**src/rtl/tm1638_pkg.sv**
```systemverilog
// Shared definitions for the TM1638 serial interface blocks.
// Holds the read-phase state encoding, the timing defaults for a 500 kHz
// drvclk (shared with the write path) and the key-scan byte count.
package tm1638_pkg;

    typedef enum logic [1:0] {
        ST_IDLE = 2'd0,
        ST_LOW  = 2'd1,
        ST_HIGH = 2'd2,
        ST_GAP  = 2'd3
    } state_t;

    // At 500 kHz drvclk one cycle is 2 us, which already meets the TM1638
    // minimum clock pulse width and data-ready delay without extra padding.
    localparam int TM1638_CLK_DIV_DEFAULT    = 1;
    localparam int TM1638_GAP_CYCLES_DEFAULT = 0;

    // A key scan returns four bytes.
    localparam int TM1638_KEYSCAN_BYTES = 4;

endpackage

```
**src/rtl/tm1638_clkgen.sv**
```systemverilog
// Half-period counter for the TM1638 serial clock.
// Ports:
//   drvclk    - driver clock
//   reset     - synchronous active-high reset
//   run       - count while high; counter is held at 0 while low
//   limit     - terminal count (phase length minus 1)
//   phase_end - one-cycle tick on the last cycle of a phase
module tm1638_clkgen (
    input  logic       drvclk,
    input  logic       reset,
    input  logic       run,
    input  logic [7:0] limit,
    output logic       phase_end
);

    logic [7:0] cnt;

    assign phase_end = run && (cnt == limit);

    // The counter restarts from 0 on every tick, so a new phase can begin
    // on the same edge the previous one ends, whatever its length.
    always_ff @(posedge drvclk) begin
        if (reset) begin
            cnt <= 8'd0;
        end else if (!run || phase_end) begin
            cnt <= 8'd0;
        end else begin
            cnt <= cnt + 8'd1;
        end
    end

endmodule

```
**src/rtl/tm1638_readbytes.sv**
```systemverilog
// Multi-byte serial reader for the TM1638 key-scan read phase.
// Clocks NUM_BYTES bytes in from dev_din while driving dev_clk, streams each
// byte as it completes and presents the packed result at the end.
// Ports:
//   drvclk     - driver clock (only clock)
//   reset      - synchronous active-high reset
//   start      - transaction request, sampled while idle
//   busy       - high from start accept until the done edge
//   done       - one-cycle pulse when the last byte completes
//   byte_valid - one-cycle pulse per completed byte
//   byte_data  - completed byte, held between pulses
//   byte_idx   - index of the byte on byte_data
//   data       - packed result, byte k at [8k+7:8k], updated at done
//   dev_clk    - device serial clock, idles high
//   dev_din    - device serial data (already synchronised)
module tm1638_readbytes
    import tm1638_pkg::*;
#(
    parameter int NUM_BYTES  = TM1638_KEYSCAN_BYTES,
    parameter int CLK_DIV    = TM1638_CLK_DIV_DEFAULT,
    parameter int GAP_CYCLES = TM1638_GAP_CYCLES_DEFAULT,
    parameter bit LSB_FIRST  = 1'b1
) (
    input  logic                   drvclk,
    input  logic                   reset,
    input  logic                   start,
    output logic                   busy,
    output logic                   done,
    output logic                   byte_valid,
    output logic [7:0]             byte_data,
    output logic [3:0]             byte_idx,
    output logic [8*NUM_BYTES-1:0] data,
    output logic                   dev_clk,
    input  logic                   dev_din
);

    localparam logic [7:0] DIV_LAST  = 8'(CLK_DIV - 1);
    localparam logic [7:0] GAP_LAST  = (GAP_CYCLES == 0) ? 8'd0 : 8'(GAP_CYCLES - 1);
    localparam logic [3:0] LAST_BYTE = 4'(NUM_BYTES - 1);

    state_t                   state;
    logic [2:0]               bit_cnt;
    logic [3:0]               byte_cnt;
    logic [7:0]               shreg;
    logic [8*NUM_BYTES-1:0]   staging;
    logic [8*NUM_BYTES-1:0]   staged_full;
    logic [2:0]               bit_pos;
    logic [7:0]               limit;
    logic                     run;
    logic                     phase_end;

    assign run   = (state != ST_IDLE);
    assign limit = (state == ST_GAP) ? GAP_LAST : DIV_LAST;

    tm1638_clkgen u_clkgen (
        .drvclk    (drvclk),
        .reset     (reset),
        .run       (run),
        .limit     (limit),
        .phase_end (phase_end)
    );

    always_comb begin
        bit_pos = LSB_FIRST ? bit_cnt : (3'd7 - bit_cnt);
    end

    // Staging contents with the byte just assembled merged in, so the final
    // byte reaches data on the same edge it is reported.
    always_comb begin
        staged_full = staging;
        for (int k = 0; k < NUM_BYTES; k++) begin
            if (byte_cnt == 4'(k)) begin
                staged_full[8*k +: 8] = shreg;
            end
        end
    end

    always_ff @(posedge drvclk) begin
        if (reset) begin
            state      <= ST_IDLE;
            dev_clk    <= 1'b1;
            busy       <= 1'b0;
            done       <= 1'b0;
            byte_valid <= 1'b0;
            byte_data  <= 8'd0;
            byte_idx   <= 4'd0;
            data       <= '0;
            staging    <= '0;
            shreg      <= 8'd0;
            bit_cnt    <= 3'd0;
            byte_cnt   <= 4'd0;
        end else begin
            done       <= 1'b0;
            byte_valid <= 1'b0;
            case (state)
                ST_IDLE: begin
                    dev_clk <= 1'b1;
                    busy    <= 1'b0;
                    if (start) begin
                        state    <= ST_LOW;
                        dev_clk  <= 1'b0;
                        busy     <= 1'b1;
                        bit_cnt  <= 3'd0;
                        byte_cnt <= 4'd0;
                    end
                end
                ST_LOW: begin
                    // Device data is stable by the end of the low phase.
                    if (phase_end) begin
                        shreg[bit_pos] <= dev_din;
                        dev_clk        <= 1'b1;
                        state          <= ST_HIGH;
                    end
                end
                ST_HIGH: begin
                    if (phase_end) begin
                        if (bit_cnt != 3'd7) begin
                            bit_cnt <= bit_cnt + 3'd1;
                            dev_clk <= 1'b0;
                            state   <= ST_LOW;
                        end else begin
                            byte_valid <= 1'b1;
                            byte_data  <= shreg;
                            byte_idx   <= byte_cnt;
                            staging    <= staged_full;
                            if (byte_cnt == LAST_BYTE) begin
                                data  <= staged_full;
                                done  <= 1'b1;
                                busy  <= 1'b0;
                                state <= ST_IDLE;
                            end else if (GAP_CYCLES == 0) begin
                                dev_clk  <= 1'b0;
                                bit_cnt  <= 3'd0;
                                byte_cnt <= byte_cnt + 4'd1;
                                state    <= ST_LOW;
                            end else begin
                                // dev_clk is already high and simply stays there.
                                state <= ST_GAP;
                            end
                        end
                    end
                end
                ST_GAP: begin
                    if (phase_end) begin
                        dev_clk  <= 1'b0;
                        bit_cnt  <= 3'd0;
                        byte_cnt <= byte_cnt + 4'd1;
                        state    <= ST_LOW;
                    end
                end
                default: state <= ST_IDLE;
            endcase
        end
    end

endmodule

```
**config.mk**
```make
export PLATFORM = sky130hd
export DESIGN_NAME = tm1638_readbytes
export DESIGN_NICKNAME = d
export VERILOG_FILES = /design/src/rtl/tm1638_pkg.sv /design/src/rtl/tm1638_clkgen.sv /design/src/rtl/tm1638_readbytes.sv
export SDC_FILE = /design/constraint.sdc
export NUM_CORES = 1
export LEC_CHECK = 0
export CAP_MARGIN = 20
export CORE_UTILIZATION = 35
export CTS_CLUSTER_DIAMETER = 50
export DETAILED_ROUTE_END_ITERATION = 8
export PLACE_DENSITY = 0.53
export SLEW_MARGIN = 25
export SYNTH_ARGS = -nofsm -noshare
export SYNTH_HDL_FRONTEND = slang
export SYNTH_SLANG_ARGS = --single-unit
```
**constraint.sdc**
```tcl
create_clock -name drvclk -period 1.9 [get_ports drvclk]
set_input_delay 0.38 -clock drvclk [delete_from_list [all_inputs] [get_ports drvclk]]
set_output_delay 0.38 -clock drvclk [all_outputs]
set_load 0.005 [all_outputs]
```
==> results.json <==
{
  "port_buffers": 51,
  "setup_tns_ns": -1.510,
  "max_slew.worst_pin.slew_ns": 0.4990,
  "syn_nets": 486,
  "grt_max_degree": 58,
  "hold_buffers": 0,
  "drive_gt1_share_pct": 22.06,
  "fin_ws_ns": -0.1088,
  "drt-total-wl_um": 10640,
  "crit_path_end_kind": "flop",
  "insertion_delay_ns": 0.34,
  "synth_edf_count": 0,
  "fin_skew_ns": 0.008455,
  "vias_per_cell": 5.115,
  "clk_pin_slew_ns": 0.07,
  "ant_nets": 0,
  "dp_slack_ns": -0.1680,
  "min_from": "staging[17]$_SDFFE_PP0P_",
  "start_util_pct": 36.64,
  "slew_violations": 0,
  "yosysWarnings": 0,
  "grt_busiest_layer": "met2",
  "p_per_area_nw_per_um2": 712.2,
  "hpwl_um": 6830,
  "synth_cell_types": 44,
  "required_ns": 2.13,
  "post_synth.cell_area_avg_um2": 9.014,
  "status": "complete, but fails checks",
  "leakagePower_uw": 0.002137,
  "cts.htree.levels": 3,
  "syn_inst": 474,
  "cap_violations": 0,
  "slew_headroom_pct": 66.69,
  "violations": "setup timing",
  "cts_made_buffers": 9,
  "finalSetupViolations": 29,
  "final_core_util_pct": 49.91,
  "rsz0062_at_grt": "yes",
  "die_w_um": 112.5,
  "drt-pass1-iter-count": 5,
  "num_rows": 39,
  "hold_violations": 0,
  "cts_tree": "built",
  "drt_iter0_drc": 169,
  "worst-path-max-fanout": 5,
  "fin_crit_sh_pct": 105.7,
  "r2r-end": "data[31]$_SDFFE_PP0P_",
  "cts_sinks": 97,
  "synth_area_um2": 4273,
  "synthArstFlopShare_pct": 0,
  "reg2reg_from": "bit_cnt[0]$_SDFFE_PP0P_",
  "ir_drop_mv": 0.3536,
  "grtUsageMet3_pct": 3.024,
  "fmax_mhz": 497.8,
  "arrival_ns": 2.24,
  "hp-class": "flop to flop",
  "ys.flop_type": "dfxtp_1",
  "core_area_um2": 11660,
  "die_h_um": 112.5,
  "globalRouteMet2Util_pct": 28.94,
  "place_congestion": 0.7870,
  "cp-start-kind": "flop",
  "grt_pass1_wl_um": 17720,
  "min_period_ns": 2.009,
  "area_growth_syn_to_layout_pct": 36.22,
  "min_to": "staging[17]$_SDFFE_PP0P_",
  "vias": 3560,
  "yosysSeqAreaShare_pct": 45.45,
  "hold_slack_ns": 0.4507,
  "nNetsFinal": 562,
  "r2r_slack_ns": -0.11,
  "drc": 0,
  "reg2reg_depth": 9,
  "diodes": 0,
  "ys_ff_latch": 97,
  "critPathKind": "flop to flop",
  "min_path_cells": 2,
  "grt_pass1_vias": 3454,
  "met1_usage_pct": 23.75,
  "num_io_pins": 52,
  "clockBufferDepth": 2,
  "grt_usage_pct": 17.94,
  "globalRouteOverflowTotal": 0,
  "die_area_um2": 12650,
  "antenna_found_initial": 0,
  "routedWlPerCell_um": 15.28,
  "root_buffer": "clkbuf_16"
}
-- routing by layer --
metal  vias up  wire, µm
met5         -         0
met4         0       173
met3        10       408
met2        66      4819
met1      1676      5237
li1       1808         -
-- power by group --
part | internal (µW) | total [µW] | switching, µW
logic | 57.8 | 145 | 87.4
registers | 2040 | 2050 | 12.9
clock network | 1180 | 1950 | 764
-- repair_timing --
| item | CTS | global route |
|---|---|---|
| pin swaps | 3 | 4 |
| buffers inserted | 5 | 6 |
| gates cloned | 3 | 1 |
| gates resized for setup | 11 | 21 |
| setup endpoints to repair | 32 | 47 |
-- worst max-delay path, cell delays in order (launching register included) --
cell and delay [ns]:
dfxtp_2 0.36, ha_4 0.14, ha_4 0.12, or4bb_4 0.47
nor4_4 0.15, buf_6 0.19, buf_6 0.12, buf_16 0.11
mux2i_1 0.17, nor2_1 0.05
-- metrics by stage --
stage               power [µW]  std cells  cell area [µm²]
floorplan                 2189        474             4295
global placement          2243        668             5202
detailed placement        2245        668             5202
CTS                       4210        690             5694
global route              4309        696             5821
finish                    4146        696             5821
-- cell usage after synthesis, types with 4 or more instances --
| cell | number | share of area (%) |
|---|---|---|
| nor2_1 | 61 | 5.4 |
| o21ai_0 | 5 | 0.59 |
| nand2b_1 | 5 | 0.73 |
| nor3b_1 | 7 | 1.2 |
| a211oi_1 | 8 | 1.4 |
| nand3_1 | 27 | 3.2 |
| dfxtp_1 | 97 | 45 |
| clkbuf_1 | 34 | 3.0 |
| xor2_1 | 4 | 0.82 |
| inv_1 | 5 | 0.44 |
| nand2_1 | 47 | 4.1 |
| a211oi_2 | 16 | 4.7 |
| and3_1 | 5 | 0.73 |
| mux2i_1 | 48 | 11 |
| nand4_1 | 12 | 1.8 |
| buf_2 | 7 | 0.82 |
| a21oi_1 | 37 | 4.3 |
| ha_1 | 8 | 2.3 |
-- state kept, by name, indices dropped and copies added (netlist names) --
| name | count |
|---|---|
| bit_cnt | 3 |
| busy | 1 |
| byte_cnt | 4 |
| byte_data | 8 |
| byte_idx | 4 |
| byte_valid | 1 |
| data | 32 |
| dev_clk | 1 |
| done | 1 |
| shreg | 8 |
| staging | 24 |
| state | 2 |
| u_clkgen.cnt | 8 |
-- final cells by class --
class	instances	area [µm²]
Timing Repair Buffer	112	1136
Clock buffer	10	239.0
Tap cell	143	178.9
Multi-Input combinational cell	325	2223
Clock inverter	4	77.57
Fill cell	1104	5842
Sequential cell	97	1947
Inverter	5	18.77
-- layout by cell type (no fill, tap or decap), types with 8 or more instances in the layout --
| master | netlist | final |
|---|---|---|
| dfxtp_1 | 97 | 93 |
| nand2_1 | 47 | 47 |
| a211oi_1 | 8 | 8 |
| buf_4 | 3 | 46 |
| clkdlybuf4s50_1 | 0 | 50 |
| a21oi_1 | 37 | 37 |
| clkbuf_16 | 0 | 10 |
| nand4_1 | 12 | 12 |
| nand3_1 | 27 | 27 |
| nor2_1 | 61 | 47 |
| mux2i_1 | 48 | 48 |
| buf_12 | 0 | 8 |
| a211oi_2 | 16 | 16 |
-- worst max-delay path by stage --
stage	start	slack [ns]	end
floorplan	bit_cnt[0]$_SDFFE_PP0P_	0.0005	data[1]$_SDFFE_PP0P_
global placement	bit_cnt[0]$_SDFFE_PP0P_	-0.08	data[31]$_SDFFE_PP0P_
detailed placement	bit_cnt[0]$_SDFFE_PP0P_	-0.17	data[25]$_SDFFE_PP0P_
CTS	bit_cnt[0]$_SDFFE_PP0P_	-0.11	data[31]$_SDFFE_PP0P_
global route	bit_cnt[0]$_SDFFE_PP0P_	-0.21	data[31]$_SDFFE_PP0P_
finish	bit_cnt[0]$_SDFFE_PP0P_	-0.11	data[31]$_SDFFE_PP0P_
-- kinds of logic (layout without fill, tap and decap cells) --
family / count (synthesis) / count (layout) / share of synthesized area, %
AO/OA/AOI/OAI: 76 / 76 / 12.68
XOR/XNOR: 6 / 6 / 1.230
adder cells (fa/ha/maj): 8 / 8 / 2.343
buffers and inverters: 52 / 131 / 5.388
flip-flops: 97 / 97 / 45.45
multiplexers: 49 / 49 / 11.51
AND/OR/NAND/NOR: 186 / 186 / 21.41
Power figures use the tool's default switching activity.
==> RTL edit 1 (config.mk and constraints unchanged) <==
Reset style: asynchronous (`reset`), changed in 2 clocked blocks. Comments in the files are not updated.
--- a/src/rtl/tm1638_clkgen.sv
+++ b/src/rtl/tm1638_clkgen.sv
@@ -20,5 +20,5 @@
     // The counter restarts from 0 on every tick, so a new phase can begin
     // on the same edge the previous one ends, whatever its length.
-    always_ff @(posedge drvclk) begin
+    always_ff @(posedge drvclk or posedge reset) begin
         if (reset) begin
             cnt <= 8'd0;
--- a/src/rtl/tm1638_readbytes.sv
+++ b/src/rtl/tm1638_readbytes.sv
@@ -76,5 +76,5 @@
     end
 
-    always_ff @(posedge drvclk) begin
+    always_ff @(posedge drvclk or posedge reset) begin
         if (reset) begin
             state      <= ST_IDLE;
Check against the original RTL: differs if reset is asserted again (counterexample within 4 cycles, from zero or initial values and one cycle with reset high); with reset held inactive, the same outputs for 10 cycles.
==> RTL edit 1 against the original RTL <==
The flow finishes with violations (DRC, setup timing). Routed wire length down 14%. Design area decreased by 4.9%. Setup slack gained 0.094 ns. Non-clock buffer count down 24. Critical path type unchanged. Synthesized area down 0.59%. Sequential cell count unchanged.
Power is not compared: it rests on default switching activity, and its combinational part moved more than twofold at a synthesized area within 25%.
==> RTL edit 1: results (changes against the original RTL) <==
Global routing
  – Global-route track usage on met3: 0.03942 (+0.009179)
  – GR Layer Usage met1: 0.2095 (-0.02794)
  – Met2 GRT Util: 0.2435 (-0.04596)
  – Total GRT Usage: 0.1537 (-0.02566)
  – Largest net degree at the start of global routing: 52 (-10%)

Critical path
  – Worst reg2reg path startpoint: u_clkgen.cnt[1]
  – FF-to-FF path depth: 6 (-3)
  – WP data arrival: 2.20 ns (-0.04 ns)
  – Worst Path Max Fanout: 3 (-2)

Drt
  – Wl on met1: 4511 um (-14%)
  – Routed met2 length: 4275 um (-11%)
  – Via Count: 2,905 (-18%)
  – DRC Markers: 7 (+7)
  – WL/cell: 15.31 um (+0.15%)
  – DRT Pass-1 Iters: 8 (+3)

STA
  – Slew headroom: 0.7361 (+0.06917)
  – Final worst slack: -0.01515 ns (+0.09368 ns)
  – Setup Skew: 0.007038 ns (-0.001417 ns)
  – Hold Worst Slack: 0.3645 ns (-0.08623 ns)
  – Final setup fails: 4 (-86%)

Final layout
  – Layout cells sized above 1: 0.2418 (+0.02114)
  – Fin cells: 598 (-14%)

Yosys
  – Synthesized net count: 384 (-21%)
  – Post-synthesis sequential area ratio: 0.5717 (+0.1173)
  – Ranking of synthesized cells by area: dfrtp_1 57%, mux2_2 11%, nand2_1 6.4%
  – Post-synth top cells: 96 x dfrtp_1, 72 x nand2_1, 41 x mux2_2

Clocking
  – Post-CTS Setup Bufs: 1 (-4)

Place
  – DPL Wire Length: 6326 um (-7.4%)
  – GP Congestion: 0.8480 (+7.8%)

Outcome
  – Failing checks: DRC, setup timing
  – Status: complete, but fails checks
[RTL edit 1: cell count changes after synthesis, sizes merged, moves of 18 or more]
| cell | before | now |
|---|---|---|
| nand2 | 47 | 73 |
| dfxtp | 97 | 0 |
| dfrtp | 0 | 96 |
| a211oi | 24 | 1 |
| nand3 | 27 | 9 |
| mux2i | 48 | 26 |
| a21oi | 37 | 3 |
| nor2 | 61 | 11 |
| o21ai | 6 | 29 |
| mux2 | 1 | 41 |
| clkbuf | 34 | 16 |
[RTL edit 1: final cells by class]
class,instances,area [um^2]
Fill cell,1062,6077
Clock inverter,5,55.05
Timing Repair Buffer,88,877.1
Sequential cell,97,2429
Multi-Input combinational cell,241,1702
Inverter,13,52.55
Clock buffer,11,242.7
Tap cell,143,178.9
[RTL edit 1: kinds of logic after synthesis]
logic type,after synthesis,synth area share
simple gates,118,0.1331
mux,67,0.1700
xor+xnor,5,0.01031
compound gates,43,0.05980
flops,97,0.5717
fa+ha+maj,8,0.02357
buf+inv,34,0.03151
==> RTL edit 2 (same flow settings) <==
Without the edit above. Set the parameter `LSB_FIRST` to 1'b0 (it was 1'b1).
--- a/src/rtl/tm1638_readbytes.sv
+++ b/src/rtl/tm1638_readbytes.sv
@@ -20,5 +20,5 @@
     parameter int CLK_DIV    = TM1638_CLK_DIV_DEFAULT,
     parameter int GAP_CYCLES = TM1638_GAP_CYCLES_DEFAULT,
-    parameter bit LSB_FIRST  = 1'b1
+    parameter bit LSB_FIRST  = 1'b0
 ) (
     input  logic                   drvclk,
Behaviour: no difference found for any inputs over 10 cycles, from zero or initial values and one cycle with reset high; that may be too few to reach the edited logic, so the function may still have changed.
==> RTL edit 2 against the original RTL <==
The flow finishes with violations (DRC, setup timing). Setup slack improved by 0.040 ns. Highest routed layer unchanged. Count of clock-buffer cells in the layout did not move. Synthesized area fell by 1.3%. Total power fell by 4.0%. Design area barely moved. Routed wire length rose by 1.4%. Sequential cell count did not move.
==> RTL edit 2: results (changes against the original RTL) <==
Outcome
  – Status: complete, but fails checks
  – Failing checks: DRC, setup timing

Clocking
  – Clk Latency, worst-skew pair: 0.34 ns (about the same)

Yosys
  – Ys async rst share: 0 (unchanged)
  – Netlist cell types: 46 (+4.5%)
  – Post-synth top cells: 97 x dfxtp_1, 62 x nor2_1, 55 x mux2i_1
  – Post-synthesis sequential area ratio: 0.4605 (+0.006069)
  – Synthesized net count: 466 (-4.1%)
  – Avg Cell Area, Syn: 9.288 um^2 (+3.0%)
  – Ranking of synthesized cells by area: dfxtp_1 46%, mux2i_1 13%, nor2_1 5.5%

Global routing
  – Total GRT Usage: 0.1737 (-0.005653)
  – Largest net degree at the start of global routing: 38 (-34%)
  – Met2 GRT Util: 0.2783 (-0.01118)
  – Vias in the first global route: 3,440 (-0.41%)
  – First-pass GRT wire length: 17,180 um (-3.0%)
  – GR Layer Usage met1: 0.2337 (-0.003770)
  – Global-route track usage on met3: 0.02994 (-0.0002975)
  – Initial antenna violation count: 0 (unchanged)

Final layout
  – FILL cells: 1,062 (-3.8%)
  – Final net count: 547 (-2.7%)
  – Layout cells sized above 1: 0.2722 (+0.05161)

Drt
  – DRC Markers: 2 (+2)
  – Wl on met1: 5344 um (+2.0%)
  – DR WL met3: 355 um (-13%)
  – DRT Pass-1 Iters: 8 (+3)
  – Total Wirelength: 10,790 um (+1.4%)
  – Via-per-instance ratio: 5.025 (-1.8%)
  – WL/cell: 15.79 um (+3.3%)
  – Initial DRC count: 111 (-34%)
  – Routed met2 length: 4973 um (+3.2%)

Place
  – Dpl ws: -0.09986 ns (+0.06810 ns)
  – DP Area: 5075 um^2 (-2.5%)
  – GP Congestion: 0.7622 (-3.2%)
  – Input/output buffers: 51 (unchanged)
  – Placed Instances: 652 (-2.4%)
  – DPL Wire Length: 6756 um (-1.1%)

Hold path
  – Worst hold path type: primary input to flop
  – Hold_sp: reset
  – WHS Endpoint: state[0]

Critical path
  – Crit path largest cell delay: 0.47 ns (about the same)
  – WP data arrival: 2.17 ns (-0.07 ns)
  – Worst reg2reg path startpoint: u_clkgen.cnt[1]
  – FF-to-FF path depth: 8 (-1)
  – Slowest-stage cell, CP: or4b_4
  – Top delay family on crit path: simple AND/OR/NAND/NOR gates
  – Crit path to: data[23]

Power
  – Peak supply drop: 593.1 uV (+68%)
  – P_leak: 2.322 nW (+8.7%)

STA
  – Setup TNS: -0.8526 ns (+0.6574 ns)
  – Setup Skew: 0.008846 ns (+0.0003910 ns)
  – Final worst slack: -0.06905 ns (+0.03978 ns)
  – Hold Worst Slack: 0.4220 ns (-0.02876 ns)
  – Measured slew at the worst slew-check pin: 0.5356 ns (+0.03663 ns)
  – Final setup fails: 22 (-24%)
-- RTL edit 2: cell count changes after synthesis, moves of 4 or more --
| cell | change |
|---|---|
| nand4_1 | -11 |
| o31ai_1 | +4 |
| nor3_1 | +5 |
| and3_1 | -5 |
| clkbuf_1 | -6 |
| a21oi_1 | -12 |
| mux2i_1 | +7 |
| nand3_1 | -19 |
| a211oi_1 | +8 |
| a211oi_2 | -8 |
| nand2b_1 | +4 |
| nand3b_1 | +4 |
-- RTL edit 2: what timing repair did --
action | CTS | global route
pin swaps | 1 | 34
gates resized for setup | 6 | 63
buffers inserted | 3 | 6
setup endpoints to repair | 33 | 82
gates cloned | 3 | 4
-- RTL edit 2: power breakdown --
part | switching, W | leakage, nW | internal, W
Sequential | 0.0000150 | 0.783 | 0.00204
Clock | 0.000841 | 0.146 | 0.000953
Combinational | 0.0000765 | 1.39 | 0.0000526
Total | 0.000932 | 2.32 | 0.00305
-- RTL edit 2: cell type report --
cell class / count / area, um^2 / area share
multi-input cells: 310 / 2272 / 0.3900
well taps: 143 / 178.9 / 0.03071
repair buffers: 111 / 1112 / 0.1909
inverters: 6 / 22.52 / 0.003866
clock inverters: 6 / 55.05 / 0.009450
flip-flops and latches: 97 / 1946 / 0.3340
clock buffers: 10 / 239.0 / 0.04102
-- RTL edit 2: kinds of logic (layout without fill, tap and decap cells) --
group / after synthesis / after routing / share of synthesized area
xor+xnor: 6 / 6 / 0.01246
compound gates: 70 / 70 / 0.1151
simple gates: 171 / 171 / 0.2074
flops: 97 / 97 / 0.4605
fa+ha+maj: 8 / 8 / 0.02374
buf+inv: 47 / 133 / 0.05015
mux: 55 / 55 / 0.1306
